## src/rtl/pong_game_if.sv

```systemverilog
// Pong game I/O bundle: frame/button inputs toward the game core, display state back out.
interface pong_game_if;
  logic        frame_tick;
  logic        start;
  logic        p1_up;
  logic        p1_dn;
  logic        p2_up;
  logic        p2_dn;
  logic [19:0] ball;
  logic [19:0] ppos;
  logic [7:0]  score;
  logic        game_over;

  modport master (
    output frame_tick, start, p1_up, p1_dn, p2_up, p2_dn,
    input  ball, ppos, score, game_over
  );

  modport slave (
    input  frame_tick, start, p1_up, p1_dn, p2_up, p2_dn,
    output ball, ppos, score, game_over
  );
endinterface

```

## src/rtl/pong_game.sv

```systemverilog
// Pong game core: serve/play/game-over FSM, ball kinematics with wall and paddle
// reflection, BCD scoring and saturating paddles, all advanced once per frame tick.
module pong_game #(
  parameter int SERVE_FRAMES = 60,
  parameter int BALL_SPEED   = 2,
  parameter int PAD_SPEED    = 4,
  parameter int WIN_SCORE    = 9
) (
  input  logic      clk,
  input  logic      rst,
  pong_game_if.slave bus
);

  localparam int CW = (SERVE_FRAMES < 2) ? 1 : $clog2(SERVE_FRAMES);
  localparam logic [CW-1:0]      CNT_LAST = CW'(SERVE_FRAMES - 1);
  localparam logic [9:0]         X_C      = 10'd324;
  localparam logic [9:0]         Y_C      = 10'd303;
  localparam logic [9:0]         P_RST    = 10'd147;
  localparam logic [9:0]         P_MAX    = 10'd294;
  localparam logic [9:0]         PS       = 10'(PAD_SPEED);
  localparam logic signed [10:0] BS       = 11'(BALL_SPEED);
  localparam logic [3:0]         WIN      = 4'(WIN_SCORE);

  typedef enum logic [1:0] {SERVE = 2'd0, PLAY = 2'd1, GAMEOVER = 2'd2} state_t;

  state_t          state, state_nx;
  logic [9:0]      x, y, p1, p2, x_nx, y_nx, p1_nx, p2_nx;
  logic            dx_neg, dy_neg, dx_neg_nx, dy_neg_nx;
  logic [3:0]      sl, sr, sl_nx, sr_nx, sl_inc, sr_inc;
  logic [CW-1:0]   cnt, cnt_nx;
  logic            go;
  logic signed [10:0] xn, yn;
  logic [10:0]     yw;
  logic            hit_l, hit_r, miss_l, miss_r, win;

  function automatic logic [9:0] pad_step(input logic [9:0] p, input logic up, input logic dn);
    if (up && !dn)      return (p < PS) ? 10'd0 : p - PS;
    else if (dn && !up) return (p > P_MAX - PS) ? P_MAX : p + PS;
    else                return p;
  endfunction

  // 11-bit signed ball arithmetic so an overshoot past either edge is seen before clamping
  always_comb begin
    xn     = dx_neg ? $signed({1'b0, x}) - BS : $signed({1'b0, x}) + BS;
    yn     = dy_neg ? $signed({1'b0, y}) - BS : $signed({1'b0, y}) + BS;
    yw     = {1'b0, y};
    hit_l  = dx_neg && (xn <= 11'sd31) && (xn > 11'sd8) &&
             (yw - 11'd1 >= 11'd129 + {1'b0, p1}) && (yw - 11'd7 <= 11'd175 + {1'b0, p1});
    hit_r  = !dx_neg && (xn >= 11'sd617) && (xn < 11'sd639) &&
             (yw - 11'd1 >= 11'd129 + {1'b0, p2}) && (yw - 11'd7 <= 11'd175 + {1'b0, p2});
    miss_l = (xn <= 11'sd8);
    miss_r = (xn >= 11'sd639);
    sl_inc = (sl >= WIN) ? sl : sl + 4'd1;
    sr_inc = (sr >= WIN) ? sr : sr + 4'd1;
    win    = (miss_r && sl_inc == WIN) || (miss_l && sr_inc == WIN);
  end

  always_ff @(posedge clk or posedge rst) begin
    if (rst) state <= SERVE;
    else     state <= state_nx;
  end

  always_comb begin
    state_nx = state;
    case (state)
      SERVE:    if (bus.frame_tick && cnt == CNT_LAST) state_nx = PLAY;
      PLAY:     if (bus.frame_tick && (miss_l || miss_r)) state_nx = win ? GAMEOVER : SERVE;
      GAMEOVER: if (bus.start) state_nx = SERVE;
      default:  state_nx = SERVE;
    endcase
  end

  always_comb begin
    x_nx      = x;
    y_nx      = y;
    dx_neg_nx = dx_neg;
    dy_neg_nx = dy_neg;
    p1_nx     = p1;
    p2_nx     = p2;
    sl_nx     = sl;
    sr_nx     = sr;
    cnt_nx    = cnt;
    case (state)
      SERVE: if (bus.frame_tick) begin
        cnt_nx = (cnt == CNT_LAST) ? '0 : cnt + 1'b1;
        x_nx   = X_C;
        y_nx   = Y_C;
        p1_nx  = pad_step(p1, bus.p1_up, bus.p1_dn);
        p2_nx  = pad_step(p2, bus.p2_up, bus.p2_dn);
      end
      PLAY: if (bus.frame_tick) begin
        p1_nx = pad_step(p1, bus.p1_up, bus.p1_dn);
        p2_nx = pad_step(p2, bus.p2_up, bus.p2_dn);
        if (miss_l || miss_r) begin
          // the next serve heads toward the player who just lost the point
          x_nx      = X_C;
          y_nx      = Y_C;
          dx_neg_nx = miss_l;
          if (miss_l) sr_nx = sr_inc;
          else        sl_nx = sl_inc;
        end else begin
          if (hit_l) begin
            x_nx      = 10'd32;
            dx_neg_nx = 1'b0;
          end else if (hit_r) begin
            x_nx      = 10'd616;
            dx_neg_nx = 1'b1;
          end else begin
            x_nx = xn[9:0];
          end
          if (yn <= 11'sd137) begin
            y_nx      = 10'd137;
            dy_neg_nx = 1'b0;
          end else if (yn >= 11'sd470) begin
            y_nx      = 10'd470;
            dy_neg_nx = 1'b1;
          end else begin
            y_nx = yn[9:0];
          end
        end
      end
      GAMEOVER: if (bus.start) begin
        sl_nx  = 4'd0;
        sr_nx  = 4'd0;
        cnt_nx = '0;
      end
      default: ;
    endcase
  end

  always_ff @(posedge clk or posedge rst) begin
    if (rst) begin
      x      <= X_C;
      y      <= Y_C;
      dx_neg <= 1'b0;
      dy_neg <= 1'b0;
      p1     <= P_RST;
      p2     <= P_RST;
      sl     <= 4'd0;
      sr     <= 4'd0;
      cnt    <= '0;
      go     <= 1'b0;
    end else begin
      x      <= x_nx;
      y      <= y_nx;
      dx_neg <= dx_neg_nx;
      dy_neg <= dy_neg_nx;
      p1     <= p1_nx;
      p2     <= p2_nx;
      sl     <= sl_nx;
      sr     <= sr_nx;
      cnt    <= cnt_nx;
      go     <= (state_nx == GAMEOVER);
    end
  end

  assign bus.ball      = {y, x};
  assign bus.ppos      = {p2, p1};
  assign bus.score     = {sr, sl};
  assign bus.game_over = go;

endmodule

```

## src/flat_wrapper.sv

```systemverilog
// flat-port wrapper written by rule: the top's interface ports become plain ports
module pong_game_flat 
#(
  parameter int SERVE_FRAMES = 60,
  parameter int BALL_SPEED   = 2,
  parameter int PAD_SPEED    = 4,
  parameter int WIN_SCORE    = 9
)
  (clk, rst, bus_frame_tick, bus_start, bus_p1_up, bus_p1_dn, bus_p2_up, bus_p2_dn, bus_ball, bus_ppos, bus_score, bus_game_over);
  pong_game_if bus_i ();
  input  logic clk;
  input  logic rst;
  input wire logic [$bits(bus_i.frame_tick)-1:0] bus_frame_tick;
  input wire logic [$bits(bus_i.start)-1:0] bus_start;
  input wire logic [$bits(bus_i.p1_up)-1:0] bus_p1_up;
  input wire logic [$bits(bus_i.p1_dn)-1:0] bus_p1_dn;
  input wire logic [$bits(bus_i.p2_up)-1:0] bus_p2_up;
  input wire logic [$bits(bus_i.p2_dn)-1:0] bus_p2_dn;
  output wire logic [$bits(bus_i.ball)-1:0] bus_ball;
  output wire logic [$bits(bus_i.ppos)-1:0] bus_ppos;
  output wire logic [$bits(bus_i.score)-1:0] bus_score;
  output wire logic [$bits(bus_i.game_over)-1:0] bus_game_over;
  assign bus_i.frame_tick = bus_frame_tick;
  assign bus_i.start = bus_start;
  assign bus_i.p1_up = bus_p1_up;
  assign bus_i.p1_dn = bus_p1_dn;
  assign bus_i.p2_up = bus_p2_up;
  assign bus_i.p2_dn = bus_p2_dn;
  assign bus_ball = bus_i.ball;
  assign bus_ppos = bus_i.ppos;
  assign bus_score = bus_i.score;
  assign bus_game_over = bus_i.game_over;
  pong_game #(.SERVE_FRAMES(SERVE_FRAMES), .BALL_SPEED(BALL_SPEED), .PAD_SPEED(PAD_SPEED), .WIN_SCORE(WIN_SCORE)) u_core (.clk(clk), .rst(rst), .bus(bus_i));
endmodule
```

## config.mk

```make
export PLATFORM = sky130hd
export DESIGN_NAME = pong_game_flat
export DESIGN_NICKNAME = d
export VERILOG_FILES = /design/src/rtl/pong_game_if.sv /design/src/rtl/pong_game.sv /design/src/flat_wrapper.sv
export SDC_FILE = /design/constraint.sdc
export NUM_CORES = 1
export LEC_CHECK = 0
export ABC_CLOCK_PERIOD_IN_PS = 3100
export BUFFER_PORTS_ARGS = -buffer_cell sky130_fd_sc_hd__buf_2
export CAP_MARGIN = 30
export CORE_ASPECT_RATIO = 1.5
export CORE_MARGIN = 2
export CORE_UTILIZATION = 55
export CTS_BUF_LIST = sky130_fd_sc_hd__clkbuf_8
export CTS_CLUSTER_DIAMETER = 50
export DETAILED_ROUTE_END_ITERATION = 16
export PLACE_DENSITY = 0.73
export SETUP_SLACK_MARGIN = 0.3
export SLEW_MARGIN = 40
export SYNTH_ARGS = -nofsm -noshare
export SYNTH_HDL_FRONTEND = slang
export SYNTH_SLANG_ARGS = --single-unit
```

## constraint.sdc

```tcl
create_clock -name clk -period 3.1 [get_ports clk]
set_input_delay 0 -clock clk [delete_from_list [all_inputs] [get_ports clk]]
set_output_delay 0 -clock clk [all_outputs]
set_load 0.02 [all_outputs]
```

==> results by group <==
Status
  • Outcome: complete, but fails checks
  • Failing checks: setup timing

Critical path
  • Nature of the critical path endpoint: flip-flop
  • CP startpoint kind: flip-flop
  • CP Max Fanout: 7
  • Worst Path Arrival: 3.51 ns
  • Slowest stage delay, CP: 0.44 ns
  • Setup CP Type: flip-flop to flip-flop
  • Buffers plus inverters on the worst setup path: 4
  • Most frequent CP cell: buf_4
  • Slowest-stage cell, CP: a2111oi_4
  • CP cell instances: buf_12 > ha_1 > nor2b_1 > and3b_1 > a222oi_1 > buf_4 > a2111oi_4 > buf_4 > nand3b_1 > buf_4 > o21ai_0 > nor3_1
  • Worst path required time: 3.33 ns
  • CP delay by family, top: simple AND/OR/NAND/NOR gates

Clock network
  • CTS Root Cell: clkbuf_8
  • CTS tree: done
  • CTS buffer count: 9
  • Htree depth: 3
  • Skew-Pair Late Insertion Delay: 0.36 ns
  • Clock transition at path regs: ~0.070 ns
  • # clock sinks: 58
  • Max Root-Sink Buffers: 2

Synth
  • Syn nets: roughly 880
  • Largest cells by area after synthesis: ha_1 17%, dfrtp_1 16%, dfstp_2 7.0%
  • Sequential share of the synthesized area: roughly 23%
  • Mapped Area: about 6400 sq um
  • Avg Inst Size Synth: slightly above 8 sq um
  • Number of synthesized register bits: 58
  • Asr flop ratio synth: between 90% and 100%
  • Synth area leader: ha_1
  • Synth Warn #: 0
  • Cell count after synthesis: a little under 800
  • Top FF cell, synth: dfrtp_1
  • Synth top area share: 16.6%
  • Library cells used by synthesis: 77
  • Post-synth EDFFs: 0

Finish
  • Most frequent cells in the layout: 85 x buf_4, 68 x ha_1, 60 x nand2_1
  • Layout area overhead: 33.6%
  • Fin nets: 1023
  • # diodes: 0
  • Most common cell after layout, fill and taps aside: buf_4
  • Final Cell Area: around 8600 sq um
  • Share of cells above drive strength 1: 34.2%
  • FILL cells: roughly 800
  • Fin util: roughly three quarters

Routing
  • Routed WL per cell: about 20 um
  • Post-DRT Antenna Nets: 0
  • Wirelength, routed: 22000 um
  • Drt drc: 0
  • First DRT Iteration DRCs: between 400 and 500
  • Vias: 7113
  • Drt pass-1 iters: 6
  • DR vias/cell: about 6.6

Timing
  • Tmin final: between 3 and 4 ns
  • Fin crit share: 106%
  • Fmax: 305 MHz
  • Slew Limit Fails: 0
  • RSZ-0062 raised after global routing: yes
  • Setup skew after layout: 0.0208 ns
  • Final Setup Violations: 24
  • Fin. Hold Viols: 0
  • Final worst slack: -0.179 ns
  • Worst-Margin Slew: 0.595 ns
  • Max_slew headroom: 60.2%

Floorplanning
  • I/O pins: between 50 and 60
  • Chip Height: 136 um
  • Core Box Area: ~11000 sq um
  • Die area: 12500 sq um
  • Starting Density: a little under three fifths
  • Row count: between 40 and 50
  • Chip Width: about 92 um

Global route
  • First-pass GRT wire length: 32700 um
  • Pin count of the biggest net entering global routing: 28
  • Vias in the first global route: ~7000
  • Initial antenna violation count: 0
  • Global Route Usage Sum: between 30% and 40%
  • GR Overflow Total: 0

Power and ir drop
  • Cell-internal power: 3.62 mW
  • Peak VDD IR: around 0.00048 V
  • Switching share of power: roughly 49%
  • Pwr Density: 825 nW/um^2
  • Net switching power figure: roughly 3.4 mW
  • Combinational power share: between 70 and 80%
  • Final Power: between 7 and 8 mW
  • Clk pwr share: a little over a tenth
  • LEAKAGE: around 3.8 nW
  • Flop pwr share: a little under a fifth

Worst hold path
  • Worst hold path class: primary input to flip-flop

Placement
  • HPWL after detailed placement: 14300 um
  • Dpl cell area: between 7000 and 8000 sq um
  • Port bufs: 55
  • Final Wtd Congestion: around 0.95

Run
  • Max capacitance violation total: 0
through the flow:
| step | hold slack, ns | cells | setup slack, ns | TNS [ns] |
|---|---|---|---|---|
| 3_3_place_gp | 0.0783 | 1025 | -0.0354 | -0.0712 |
| 4_1_cts | 0.0357 | 1067 | -0.0803 | -0.208 |
| 2_1_floorplan | 0.196 | 789 | 0.134 | 0 |
| 6_report | 0.0501 | 1083 | -0.179 | -2.05 |
| 5_1_grt | 0.0561 | 1083 | -0.252 | -3.50 |
| 3_5_place_dp | 0.0832 | 1025 | -0.190 | -1.50 |
power groups by stage:
stage          Combinational, mW  Clock (mW)  Sequential [mW]
2_1_floorplan               2.78           0             1.36
3_3_place_gp                3.90           0             1.29
3_5_place_dp                4.06           0             1.30
4_1_cts                     4.41       0.761             1.30
5_1_grt                     5.42       0.787             1.36
6_report                    4.97       0.763             1.33
cell families (layout without fill, tap and decap cells):
group	count (synthesis)	after routing	share of synthesized area, %
AND/OR/NAND/NOR	250	250	20.0
AO/OA/AOI/OAI	247	247	26.2
adder cells (fa/ha/maj)	87	87	17.2
buffers and inverters	87	231	5.24
flip-flops	58	58	23.0
XOR/XNOR	54	54	7.39
multiplexers	5	5	0.821
other	1	1	0.0586
routing by layer:
metal	track usage (%)	vias up	wire length [um]
li1	-	3179	-
met1	34.7	3428	7970
met2	60.9	382	11400
met3	4.82	124	1350
met4	15.3	0	1280
met5	0	-	0
registers in the layout, indices dropped and copies added, names as in the netlist:
signal and cells:
u_core.p1 10, u_core.p2 10, u_core.y 10, u_core.x 9, u_core.cnt 6, u_core.sl 4, u_core.sr 4, u_core.state 2
u_core.bus.game_over 1, u_core.dx_neg 1, u_core.dy_neg 1
layout make-up:
class / instances / area, sq um / share of cell area (%)
clock buffer: 11 / 151 / 1.77
clock inverter: 5 / 52.6 / 0.614
inverter: 52 / 198 / 2.31
multi-input combinational: 644 / 5290 / 61.9
sequential: 58 / 1480 / 17.3
tap: 150 / 188 / 2.19
timing repair buffer: 163 / 1190 / 13.9
worst paths after layout:
| path | from | endpoint | slack [ns] | cells after the start |
|---|---|---|---|---|
| worst max-delay path | u_core.dx_neg | u_core.dx_neg | -0.18 | 12 |
| max in group asynchronous | rst | u_core.p2[0] | 2.11 | 4 |
| worst max register to register | u_core.dx_neg | u_core.dx_neg | -0.18 | 12 |
| worst min register to register | u_core.cnt[5] | u_core.cnt[5] | 0.51 | 1 |
| min in group asynchronous | rst | u_core.sr[0] | 0.26 | 3 |
| worst min-delay path | bus_start | u_core.sr[3] | 0.05 | 3 |
Yosys cell counts (13+ instances only):
master	number
a211oi_1	13
a21oi_1	51
a31oi_1	15
clkbuf_1	30
dfrtp_1	41
dfstp_2	17
ha_1	85
inv_1	52
nand2_1	62
nand2b_1	13
nand3_1	21
nor2_1	51
nor3_1	22
o211ai_1	14
o21ai_0	55
xnor2_1	32
xor2_1	22
worst register-to-register path, cell delays in order (launching register included):
cell and delay (ns):
dfrtp_2 0.43, buf_12 0.15, ha_1 0.35, nor2b_1 0.27, and3b_1 0.29, a222oi_1 0.17
buf_4 0.18, a2111oi_4 0.44, buf_4 0.20, nand3b_1 0.23, buf_4 0.23, o21ai_0 0.12
nor3_1 0.10
what timing repair did:
action / in CTS / in global routing
pin swaps: 37 / 37
setup buffers: 25 / 16
hold buffers: 1 / 0
cloned: 0 / 0
gates resized for setup: 73 / 65
setup endpoints to repair: 31 / 32
hold endpoints to repair: 19 / 0
Note: power is estimated with default switching activity, not from simulation.
